===== src/rtl/vov_frame_collector.sv =====
// Packs N consecutive K-bit vote-vector words into frames with a popcount and
// queues them in a show-ahead FIFO drained over a valid/ready handshake.
module vov_frame_collector #(
    parameter int unsigned K     = 4,
    parameter int unsigned N     = 4,
    parameter int unsigned DEPTH = 4
) (
    input  logic                       clk,
    input  logic                       rst_n,
    input  logic [K-1:0]               vov_in,
    input  logic                       vov_vld,
    input  logic                       flush,
    output logic [N*K-1:0]             frm_data,
    output logic [$clog2(N*K+1)-1:0]   frm_ones,
    output logic                       frm_valid,
    input  logic                       frm_ready,
    output logic [$clog2(DEPTH+1)-1:0] fill_level,
    output logic                       ovf,
    input  logic                       clr_ovf
);

    localparam int unsigned FW = N * K;
    localparam int unsigned OW = $clog2(N * K + 1);
    localparam int unsigned CW = $clog2(N);
    localparam int unsigned PW = $clog2(DEPTH);
    localparam int unsigned LW = $clog2(DEPTH + 1);
    localparam logic [CW-1:0] CNT_LAST = CW'(N - 1);
    localparam logic [LW-1:0] LVL_FULL = LW'(DEPTH);

    logic [CW-1:0] cnt;
    logic [FW-1:0] asm_data;
    logic [OW-1:0] asm_ones;
    logic [OW-1:0] word_ones;
    logic [FW-1:0] frame_next;
    logic [OW-1:0] ones_next;

    logic [FW-1:0] mem_data [DEPTH];
    logic [OW-1:0] mem_ones [DEPTH];
    logic [PW-1:0] wr_ptr;
    logic [PW-1:0] rd_ptr;

    logic complete;
    logic pop;
    logic push_ok;
    logic ovf_set;

    always_comb begin
        word_ones = '0;
        for (int unsigned i = 0; i < K; i++) begin
            word_ones = word_ones + OW'(vov_in[i]);
        end
    end

    // Slots above cnt are always zero, so merging the incoming word is enough.
    always_comb begin
        frame_next = asm_data;
        frame_next[cnt*K +: K] = vov_in;
        ones_next = asm_ones + word_ones;
    end

    // A word arriving with flush restarts assembly, so it can never complete a frame.
    assign complete  = vov_vld && !flush && (cnt == CNT_LAST);
    assign frm_valid = (fill_level != '0);
    assign pop       = frm_valid && frm_ready;
    assign push_ok   = complete && ((fill_level < LVL_FULL) || pop);
    assign ovf_set   = complete && !push_ok;

    assign frm_data = frm_valid ? mem_data[rd_ptr] : '0;
    assign frm_ones = frm_valid ? mem_ones[rd_ptr] : '0;

    always_ff @(posedge clk or negedge rst_n) begin
        if (!rst_n) begin
            cnt      <= '0;
            asm_data <= '0;
            asm_ones <= '0;
        end else if (flush) begin
            if (vov_vld) begin
                cnt      <= CW'(1);
                asm_data <= FW'(vov_in);
                asm_ones <= word_ones;
            end else begin
                cnt      <= '0;
                asm_data <= '0;
                asm_ones <= '0;
            end
        end else if (vov_vld) begin
            if (cnt == CNT_LAST) begin
                cnt      <= '0;
                asm_data <= '0;
                asm_ones <= '0;
            end else begin
                cnt      <= cnt + CW'(1);
                asm_data <= frame_next;
                asm_ones <= ones_next;
            end
        end
    end

    always_ff @(posedge clk) begin
        if (push_ok) begin
            mem_data[wr_ptr] <= frame_next;
            mem_ones[wr_ptr] <= ones_next;
        end
    end

    always_ff @(posedge clk or negedge rst_n) begin
        if (!rst_n) begin
            wr_ptr     <= '0;
            rd_ptr     <= '0;
            fill_level <= '0;
            ovf        <= 1'b0;
        end else begin
            if (push_ok) wr_ptr <= wr_ptr + PW'(1);
            if (pop)     rd_ptr <= rd_ptr + PW'(1);
            case ({push_ok, pop})
                2'b10:   fill_level <= fill_level + LW'(1);
                2'b01:   fill_level <= fill_level - LW'(1);
                default: fill_level <= fill_level;
            endcase
            if (ovf_set)      ovf <= 1'b1;
            else if (clr_ovf) ovf <= 1'b0;
        end
    end

endmodule


===== config.mk =====
export PLATFORM = sky130hd
export DESIGN_NAME = vov_frame_collector
export DESIGN_NICKNAME = d
export VERILOG_FILES = /design/src/rtl/vov_frame_collector.sv
export SDC_FILE = /design/constraint.sdc
export NUM_CORES = 1
export LEC_CHECK = 0
export ABC_CLOCK_PERIOD_IN_PS = 1800
export BUFFER_PORTS_ARGS = -buffer_cell sky130_fd_sc_hd__buf_4
export CAP_MARGIN = 20
export CORE_MARGIN = 1
export CORE_UTILIZATION = 42
export CTS_CLUSTER_DIAMETER = 40
export DETAILED_ROUTE_END_ITERATION = 7
export HOLD_SLACK_MARGIN = 0.02
export PLACE_DENSITY_LB_ADDON = 0.25
export SYNTH_ARGS = -nofsm -noshare
export SYNTH_HDL_FRONTEND = slang
export SYNTH_SLANG_ARGS = --single-unit
export TNS_END_PERCENT = 30

===== constraint.sdc =====
create_clock -name clk -period 1.8 [get_ports clk]
set_input_delay 0.54 -clock clk [delete_from_list [all_inputs] [get_ports clk]]
set_output_delay 0.54 -clock clk [all_outputs]
set_load 0.02 [all_outputs]

After elaboration in Yosys (flattened, before gate mapping)
Memories as Yosys holds them, arrays and structs flattened.
Index checks and enable logic that the tools add are counted.
W data, S select, Z words.
Storage, ports and cells
  RAM bits: 84
  memories: 2
  output and inout port bits: 26
  word-level logic and storage cells: 57
  register bits after elaboration: 31
Cells by class
  eq/ne operators: 3
  reductions and logical operators: 12
  $add $sub $neg: 10
  shifts and indexed selects: 2
  $lt $le $gt $ge: 1
  mux-type cells: 20
Memory list
  mem_data: words 4, width 16, read ports 1, clocked after memory_dff 0, wr ports 1, line 37  | logic [FW-1:0] mem_data [DEPTH];
  mem_ones: words 4, width 5, read ports 1, clocked after memory_dff 0, wr ports 1, line 38  | logic [OW-1:0] mem_ones [DEPTH];
Operators with widths (number)
  $mux W16: 4
  $neg A4 Y34: 1
  $shift A4 B34 Y16 const A: 1
  $shiftx A4 B34 Y16: 1
  $mux W5: 4
  $bwmux W16: 1
  $mux W4: 2
  $add A2 B1 Y2 const B: 3
  $mux W2: 3
  $pmux W3 S2: 1
  $reduce_bool A2 Y1: 3
  $add A5 B4 Y5: 1
  $logic_and A1 B1 Y1: 5
  $mux W1: 5
  $add A3 B1 Y4: 1
  $eq A2 B2 Y1 const B: 2
  $add A2 B1 Y3: 1
  $add A3 B1 Y3 const B: 1
  $lt A3 B3 Y1 const B: 1
  $reduce_bool A3 Y1: 1
  $sub A3 B1 Y3 const B: 1
  $add A1 B1 Y2: 1
  $eq A2 B1 Y1 const B: 1
  $logic_not A1 Y1: 2
  $logic_or A1 B1 Y1: 1

Logic depth before layout (Yosys ltp)
Gate-level depths: netlist of run 1.
  depth in word-level cells: 7
  depth in mapped cells: 10

Least setup slack after synthesis of run 1
OpenSTA, ideal clock, no wires.
  kind: input port to flip-flop
  start point: input vov_in[0]
  end point: register asm_ones[2]
  path buffers: 0
  data arrival time: 2.474 ns
  slack: -0.795 ns
  cell stages on the path: 7
  library setup time: 0.121 ns
  path through: fa_1 > ha_1 > ha_1 > fa_1 > xor2_1 > a22o_1 > a22o_1
Between the ends
  longest elaborated chain between the ends: 7
  elaborated cells on any way between the ends: 8
  those cells by class: add/sub: 4; mux: 4
RTL lines
  start, declared: line 10  | input logic [K-1:0] vov_in,
  $add A1 B1 Y2: line 50  | word_ones = word_ones + OW'(vov_in[i]);
  $add A2 B1 Y3: line 50
  $add A3 B1 Y4: line 50
  $add A5 B4 Y5: line 58  | ones_next = asm_ones + word_ones;
  named net ones_next[2]: line 35  | logic [OW-1:0] ones_next;
  $mux W5: line 87  | if (cnt == CNT_LAST) begin
  $mux W5: line 86  | end else if (vov_vld) begin
  $mux W5: line 76  | end else if (flush) begin
  end signal, assigned: line 80  | asm_ones <= word_ones;
  end signal, assigned: line 94  | asm_ones <= ones_next;
  end, declared: line 32  | logic [OW-1:0] asm_ones;
The timed path passes the listed nets, and every way through them passes these cells. The select of a mux whose other input is x is not followed.
A chain may end at the register's enable or synchronous reset.

Worst setup path after layout of run 1
  start point: register rd_ptr[0]
  end point: output frm_data[1]
Between the ends
  longest elaborated chain between the ends: 2
RTL lines
  start, declared: line 40  | logic [PW-1:0] rd_ptr;
  start signal, assigned: line 114  | if (pop) rd_ptr <= rd_ptr + PW'(1);
  $mem_v2 Z4 W16
  $mux W16: line 68  | assign frm_data = frm_valid ? mem_data[rd_ptr] : '0;
  end, declared: line 13  | output logic [N*K-1:0] frm_data,
Every way passes these cells.

==> results of run 1 <==
==> registers in the layout, summed over array words and instances, names as in the netlist <==
register / cells
mem_data: 64
mem_ones: 20
asm_data: 16
asm_ones: 5
fill_level: 3
cnt: 2
rd_ptr: 2
wr_ptr: 2
ovf: 1
==> metal layers <==
| metal | track usage (%) | routed length [um] | vias to the layer above |
|---|---|---|---|
| met5 | 0 | 0 | - |
| met4 | 8.800 | 206 | 0 |
| met3 | 4.482 | 424 | 21 |
| met2 | 28.86 | 5319 | 79 |
| met1 | 25.00 | 4825 | 1583 |
| li1 | - | - | 1401 |
==> power by group through the flow <==
stage | Sequential (uW) | Combinational (uW) | Clock [uW]
detailed placement | 3200 | 3260 | 0
global route | 3190 | 4230 | 3430
CTS | 3170 | 4030 | 3320
global placement | 3190 | 3220 | 0
floorplan | 3230 | 2000 | 0
finish | 3180 | 3970 | 3260
==> final cells by class <==
type / count / share of cell area, %
sequential: 115 / 48.15
multi-input combinational: 171 / 27.30
tap: 147 / 2.684
clock inverter: 12 / 2.045
timing repair buffer: 86 / 12.31
inverter: 21 / 1.150
clock buffer: 20 / 6.372
==> critical path, stage by stage, from the launching register on <==
cell,delay [ns]
dfrtp_2,0.44
buf_12,0.17
mux4_2,0.50
and2_4,0.17
buf_6,0.12
==> timing repair <==
item | in CTS | in global routing
gates cloned | 1 | 0
pin swaps | 21 | 10
setup buffers | 2 | 1
gates resized for setup | 68 | 18
endpoints found under the setup margin | 92 | 104
==> final timing paths <==
check | end | slack (ns) | depth (start not counted)
max | frm_data[1] | -0.56 | 4
min | rd_ptr[1] | 0.08 | 1
max reg2reg | fill_level[2] | -0.06 | 10
min reg2reg | asm_data[12] | 0.48 | 1
max in group asynchronous | rd_ptr[0] | 1.40 | 1
min in group clk | ovf | 0.32 | 2
==> cells in the mapped netlist, types with 3 or more instances <==
library cell   n
mux4_2        18
a22o_1        18
nor2b_1        4
xor2_1         4
ha_1          15
nand2b_1       3
inv_1         21
nand2_1       13
o22ai_1        4
nor2_1         3
and2_1        31
a31o_2         8
dfrtp_1       31
a21oi_1        5
xnor2_1        5
mux4_1         3
fa_1           3
buf_2          6
o21ai_0        9
nand3_1        3
edfxtp_1      84
==> through the flow <==
stage | utilization [%] | total power [uW] | cell area (um^2)
6_report | 57.29 | 10400 | 6853
5_1_grt | 57.29 | 10850 | 6853
4_1_cts | 56.87 | 10520 | 6803
3_5_place_dp | 49.87 | 6457 | 5966
3_3_place_gp | 49.87 | 6411 | 5966
2_1_floorplan | - | 5233 | 5180
==> cells by family after synthesis <==
family / after synthesis
flops: 115
simple gates: 67
compound gates: 53
buf+inv: 33
mux: 24
fa+ha+maj: 18
xor+xnor: 9
==> results.cfg, run 1 <==
[run_status]
status = complete, but fails checks
violations = setup timing

[power_and_ir_drop]
p_leak_uw = 0.002645
power_switching_share_pct = 28.54
power.internal_uw = 7435
p_seq_share_pct = 30.5
power_frac_comb_pct = 38.1
switchingPower_uw = 2970
power.density_nw_per_um2 = 1518
ir_drop_v = 0.0008758
clock_power_share_pct = 31.4

[clocking]
numCtsBuffers = 17
cts-root-buf = clkbuf_16
cts.clk_slew.worst_paths_ns = 0.05
cts_sinks = 115
cts_buffer_depth = 2
hold_buffers = 0
insertion_delay_ns = 0.41
htreeDepth = 4
tritoncts = built

[synthesis]
synth_area_um2 = 5131
synth_top_family_by_area = multiplexers
ys_ff_latch = 115
synth_top_area_share_pct = 49.16
synth-simple-area-share_pct = 7.876
synth_warnings = 0
synth_edf_count = 84
synthAdderAreaFrac_pct = 4.828
synth-async-reset-ratio_pct = 26.96
seq_area_frac_synth_pct = 64.28
synth_fp_nets = 347
synth_compound_area_share_pct = 8.022
synth-main-ff-cell = edfxtp_1
ys_types = 43
synth_area_leaders = edfxtp_1 (49%), dfrtp_1 (15%), mux4_2 (7.9%)
synthMuxAreaShare_pct = 10.05
synthCells = 319
synth-xor-area-share_pct = 1.536
syn_avg_cell_area_um2 = 16.09
yosys.area.top_type = edfxtp_1

[floorplanning]
io_pins = 36
dieWidth_um = 112.5
rows = 40
start_util_pct = 42.90
core_area_um2 = 11960
dieArea_um2 = 12660
die_h_um = 112.5

[worst_setup_path]
startpoint = rd_ptr[0]
arrival_ns = 1.82
cp-end-kind = output port
cp_max_fo = 9
critical_path_required_ns = 1.26
worstReg2RegStart = cnt[0]
worstSetupPathType = register to output port
critPathLaunchType = register

[layout]
fin_nets = 440
fin_cells = 572
final_cell_mix = edfxtp_1 (84), buf_4 (53), dfrtp_1 (30), buf_6 (24), and2_4 (22)
multi_input_area_um2 = 1871
syn2layout_area_growth_pct = 33.55
drive_above_1_share_pct = 46.59
layout.cells.most_common = edfxtp_1
register_area_um2 = 3299
num-fill-cells = 921
antenna_cells = 0

[grt]
grt-ovfl-total = 0
grt_usage_pct = 18.66
grt_pass1_vias = 3178
grt_pass1_wl_um = 17290
grt_max_degree = 32
antenna_found_initial = 0

[drt]
post_drt_wl_per_cell_um = 18.84
vias = 3084
drc = 0
routed_wl_um = 10780
viasPerCell = 5.392
firstDrtPassIters = 4
drt-initial-drc-count = 248
ant_nets = 0

[sta]
slew_viol_final = 0
hold_viol = 0
fin_crit_ns = 2.361
worst_pin_slew_ns = 0.4359
fmax_mhz = 423.5
rsz0062_at_grt = true
setup-tns-final_ns = -18.59
fin_ws_ns = -0.5612
slew_headroom_pct = 70.94
period_share_pct = 131.2
setup_viol = 43
skew_ns = 0.007233
hold_ws_ns = 0.07852

[placement]
io_buffers = 35
gp_congestion = 0.8507
place_ws_ns = -0.8761
dp_hpwl_um = 6925
placed_cells = 537

[min_path]
hold_path.class = input port to asynchronous set/reset pin

[job]
cap_viol_max_count = 0
(Power assumes the default switching activity.)
==> inputs of run 2 (changes only) <==
--- a/config.mk
+++ b/config.mk
@@ -9,7 +9,7 @@
 export BUFFER_PORTS_ARGS = -buffer_cell sky130_fd_sc_hd__buf_4
 export CAP_MARGIN = 20
 export CORE_MARGIN = 1
-export CORE_UTILIZATION = 42
+export CORE_UTILIZATION = 54
 export CTS_CLUSTER_DIAMETER = 40
 export DETAILED_ROUTE_END_ITERATION = 7
 export HOLD_SLACK_MARGIN = 0.02
==> results.cfg, run 2 (same netlist as run 1, synthesis figures left out) <==
[worst_setup_path]
worstReg2RegStart = fill_level[0]
worstSetupPathType = register to output port
reg2regPathDepth = 8
path_buf_inv = 3
critPathSlowestCell = mux4_2
crit_chain = buf_12, buf_12, mux4_2, and2_4, buf_6
r2r-end = fill_level[2]
cp_max_fo = 8
crit_path_frequent_cell = buf_12
critPathLaunchType = register
crit_family = multiplexers
arrival_ns = 1.97
cpPeakStageDelay_ns = 0.49
ff2ff_setup_slack_ns = -0.07
critical_path_required_ns = 1.26
cp-end-kind = output port

[sta]
rsz0062_at_grt = true
skew_ns = 0.006214
fin_ws_ns = -0.7101
setup_viol = 48
fin_crit_ns = 2.510
slew_headroom_pct = 69.52
hold_viol = 0
setup-tns-final_ns = -19.15
worst_pin_slew_ns = 0.4524
slew_viol_final = 0
period_share_pct = 139.5
fmax_mhz = 398.4

[layout]
fin_nets = 446
num-fill-cells = 534
final_area_um2 = 6988
layout.cells.most_common = edfxtp_1
largest_register_ffs = 64
fin_cells = 560
reg_top3 = mem_data: 64 flops, mem_ones: 20 flops, asm_data: 16 flops
final_cell_mix = edfxtp_1 (84), buf_4 (47), dfrtp_1 (30), buf_6 (29), and2_4 (26)
antenna_cells = 0
drive_above_1_share_pct = 49.88
largest-register = mem_data
syn2layout_area_growth_pct = 36.19

[placement]
dpl_cell_area_um2 = 5938
io_buffers = 35
placed_cells = 515
gp_congestion = 0.8405
place_ws_ns = -0.8851
dp_hpwl_um = 6764

[power_and_ir_drop]
power_switching_share_pct = 29.97
clock_power_share_pct = 30.0
power.density_nw_per_um2 = 1530
p_seq_share_pct = 29.7
switchingPower_uw = 3205
ir_drop_v = 0.001100
power_frac_comb_pct = 40.3
power.internal_uw = 7490
p_leak_uw = 0.002702

[min_path]
hp-start = clr_ovf
whs_path_depth = 2
hold_path.class = input port to register
hold_end = ovf

[grt]
grt_pass1_vias = 3139
grt-ovfl-total = 0
antenna_found_initial = 0
grt_max_degree = 32
grt_usage_pct = 23.27
grt_pass1_wl_um = 16620

[job]
cap_viol_max_count = 0

[drt]
ant_nets = 0
post_drt_wl_per_cell_um = 20.16
drc = 0
routed_wl_um = 11290
firstDrtPassIters = 5
drt-initial-drc-count = 197
viasPerCell = 5.700
vias = 3192

[clocking]
htreeDepth = 4
tritoncts = built
insertion_delay_ns = 0.51
cts-root-buf = clkbuf_8
cts_buffer_depth = 2
cts_sinks = 115
cts.clk_slew.worst_paths_ns = 0.06
numCtsBuffers = 17

[floorplanning]
die_h_um = 99.48
rows = 35
dieArea_um2 = 9896
dieWidth_um = 99.48
start_util_pct = 55.53
io_pins = 36
core_area_um2 = 9240

[run_status]
status = complete, but fails checks
violations = setup timing
[run 2: worst reg2reg max path, stage by stage (launching register included)]
cell and delay, ns:
dfrtp_1 0.38, or3_4 0.42, and2_4 0.19, ha_4 0.17, inv_2 0.05, fa_2 0.18
xor2_1 0.14, nor2_1 0.08, xor2_1 0.16
[run 2: timing repair]
item	CTS	global route
hold buffers	1	0
buffers inserted	5	7
pin swaps	23	15
resized for setup	65	36
endpoints found under the setup margin	77	175
endpoints found under the hold margin	31	0
gates cloned	1	0
[run 2: worst max-delay path by stage]
stage	to	startpoint	depth (start not counted)	slack (ns)
6_report	frm_data[10]	rd_ptr[0]	5	-0.71
5_1_grt	frm_data[10]	rd_ptr[0]	5	-0.78
4_1_cts	frm_data[8]	rd_ptr[0]	5	-0.73
3_5_place_dp	asm_ones[2]	vov_in[0]	8	-0.89
3_3_place_gp	asm_ones[2]	vov_in[0]	8	-0.84
2_1_floorplan	asm_ones[2]	vov_in[0]	7	-0.66
[run 2: layer usage]
layer | GRT usage (%) | vias to the layer above | share of wire [%]
met1 | 29.93 | 1610 | 41
li1 | - | 1420 | -
met2 | 38.84 | 142 | 52
met4 | 8.258 | 0 | 1.6
met5 | 0 | - | 0
met3 | 5.762 | 20 | 5.8
[run 2: power groups by stage]
| stage | Clock, uW | Sequential (uW) | Combinational, uW |
|---|---|---|---|
| 2_1_floorplan | 0 | 3230 | 2000 |
| 3_3_place_gp | 0 | 3200 | 3150 |
| 3_5_place_dp | 0 | 3200 | 3200 |
| 4_1_cts | 3220 | 3170 | 4090 |
| 5_1_grt | 3350 | 3190 | 4540 |
| 6_report | 3210 | 3180 | 4310 |
[run 2: metrics by stage]
step                      hold WS (ns)  total power (uW)  utilization (%)
final                           0.2168             10690            75.63
after CTS                       0.2057             10480            73.78
after global routing            0.1963             11080            75.63
after floorplan                 0.2444              5233                -
after global placement          0.4696              6352            64.27
after detailed placement        0.4708              6405            64.27
[run 2: area by class of cell]
class                   count  area [um^2]  share of cell area [%]
inverters                  21        78.83                   1.128
well taps                 129        161.4                   2.310
flip-flops and latches    115         3299                   47.22
clock inverters            15        160.2                   2.292
repair buffers             92        979.7                   14.02
clock buffers              17        414.1                   5.927
multi-input cells         171         1894                   27.11
==> inputs of run 3 (changes only) <==
--- a/config.mk
+++ b/config.mk
@@ -8,8 +8,10 @@
 export ABC_CLOCK_PERIOD_IN_PS = 1800
 export BUFFER_PORTS_ARGS = -buffer_cell sky130_fd_sc_hd__buf_4
 export CAP_MARGIN = 20
+export CELL_PAD_IN_SITES_DETAIL_PLACEMENT = 1
+export CELL_PAD_IN_SITES_GLOBAL_PLACEMENT = 2
 export CORE_MARGIN = 1
-export CORE_UTILIZATION = 54
+export CORE_UTILIZATION = 40
 export CTS_CLUSTER_DIAMETER = 40
 export DETAILED_ROUTE_END_ITERATION = 7
 export HOLD_SLACK_MARGIN = 0.02
==> results.cfg, run 3 (same netlist as run 1, synthesis figures left out) <==
[run_status]
status = complete, but fails checks
violations = setup timing

[worst_setup_path]
crit_path_frequent_cell = buf_12
cpPeakStageDelay_ns = 0.48
cp-end-kind = output port
reg2regPathDepth = 8
critPathSlowestCell = mux4_2
critical_path_required_ns = 1.26
crit_chain = buf_12, buf_12, mux4_2, and2_4, buf_6
worstReg2RegStart = fill_level[2]
arrival_ns = 1.89
cp_max_fo = 7
startpoint = rd_ptr[0]
worstSetupPathType = register to output port
ff2ff_setup_slack_ns = -0.11
r2r-end = fill_level[2]
critPathLaunchType = register

[drt]
routed_wl_um = 12320
firstDrtPassIters = 4
post_drt_wl_per_cell_um = 20.63
drt-initial-drc-count = 162
drc = 0
ant_nets = 0
viasPerCell = 5.156
vias = 3078

[floorplanning]
rows = 41
io_pins = 36
dieWidth_um = 115.3
die_h_um = 115.3
dieArea_um2 = 13280
core_area_um2 = 12570
start_util_pct = 40.83

[layout]
drive_above_1_share_pct = 49.18
num-fill-cells = 1192
final_area_um2 = 7037
syn2layout_area_growth_pct = 37.14
largest-register = mem_data
antenna_cells = 0
fin_nets = 440
reg_top3 = mem_data: 64 flops, mem_ones: 20 flops, asm_data: 16 flops
final_cell_mix = edfxtp_1 (84), buf_4 (41), dfrtp_1 (30), buf_6 (30), and2_4 (22)
layout.cells.most_common = edfxtp_1
largest_register_ffs = 64

[min_path]
hold_path.class = input port to asynchronous set/reset pin

[sta]
slew_viol_final = 0
skew_ns = 0.005048
hold_ws_ns = 0.06424
setup_viol = 44
slew_headroom_pct = 69.56
rsz0062_at_grt = true
fmax_mhz = 412.3
hold_viol = 0
fin_ws_ns = -0.6257
period_share_pct = 134.8
setup-tns-final_ns = -18.80
worst_pin_slew_ns = 0.4566
fin_crit_ns = 2.426

[power_and_ir_drop]
power.density_nw_per_um2 = 1545
p_seq_share_pct = 29.4
power_switching_share_pct = 29.12
p_leak_uw = 0.002721
power.internal_uw = 7707
switchingPower_uw = 3166
clock_power_share_pct = 31.2
power.total_uw = 10870
ir_drop_v = 0.0005700
power_frac_comb_pct = 39.5

[clocking]
cts_sinks = 115
hold_buffers = 0
cts-root-buf = clkbuf_16
htreeDepth = 4
cts_buffer_depth = 2
cts.clk_slew.worst_paths_ns = 0.05
numCtsBuffers = 17
tritoncts = built
insertion_delay_ns = 0.42

[grt]
grt_pass1_wl_um = 18840
grt_usage_pct = 20.20
grt_max_degree = 32
grt_pass1_vias = 3314
grt-ovfl-total = 0
antenna_found_initial = 0

[placement]
dpl_cell_area_um2 = 6005
io_buffers = 35
dp_hpwl_um = 7749
gp_congestion = 0.7679

[job]
cap_viol_max_count = 0
-- run 3: area by class of cell --
class / instances / area [um^2] / area share [%]
Sequential cell: 115 / 3299 / 46.89
Multi-Input combinational cell: 171 / 1907 / 27.10
Timing Repair Buffer: 86 / 940.9 / 13.37
Clock buffer: 21 / 460.4 / 6.543
Tap cell: 172 / 215.2 / 3.058
Clock inverter: 11 / 135.1 / 1.920
Inverter: 21 / 78.83 / 1.120
-- run 3: metal layers --
metal / vias to the layer above / track usage, % / routed length [um]
met5: - / 0 / 0
met3: 19 / 4.692 / 287
met4: 0 / 9.177 / 246
li1: 1401 / - / -
met1: 1606 / 25.84 / 5486
met2: 52 / 32.85 / 6297
-- run 3: how the worst max path moves through the flow --
stage | cells after the start | slack [ns] | end
finish | 5 | -0.63 | frm_data[9]
global route | 5 | -0.68 | frm_data[9]
CTS | 5 | -0.64 | frm_data[7]
detailed placement | 8 | -0.90 | mem_ones[2][3]
global placement | 8 | -0.86 | mem_ones[0][3]
floorplan | 7 | -0.66 | asm_ones[2]
-- run 3: what timing repair did --
item	4_1_cts	5_1_grt
pin swaps	31	16
setup endpoints to repair	129	152
buffers inserted	4	2
gates resized for setup	77	26
cloned	1	1
-- run 3: metrics by stage --
step	std cells	setup WS, ns	util [%]
2_1_floorplan	319	-0.6613	-
3_3_place_gp	558	-0.8645	47.78
3_5_place_dp	558	-0.8998	47.78
4_1_cts	595	-0.6398	55.15
5_1_grt	597	-0.6840	55.99
6_report	597	-0.6257	55.99
-- run 3: worst max-delay path, delay by kind of cell (launching register included) --
family,cells,cell delay [ns]
buf+inv,3,0.38
flops,1,0.44
mux,1,0.48
simple gates,1,0.15
-- run 3: power groups by stage --
stage,Clock (uW),Sequential [uW],Combinational (uW)
global route,3570,3210,4560
global placement,0,3210,3260
detailed placement,0,3220,3340
CTS,3440,3180,4250
floorplan,0,3230,2000
finish,3390,3190,4290
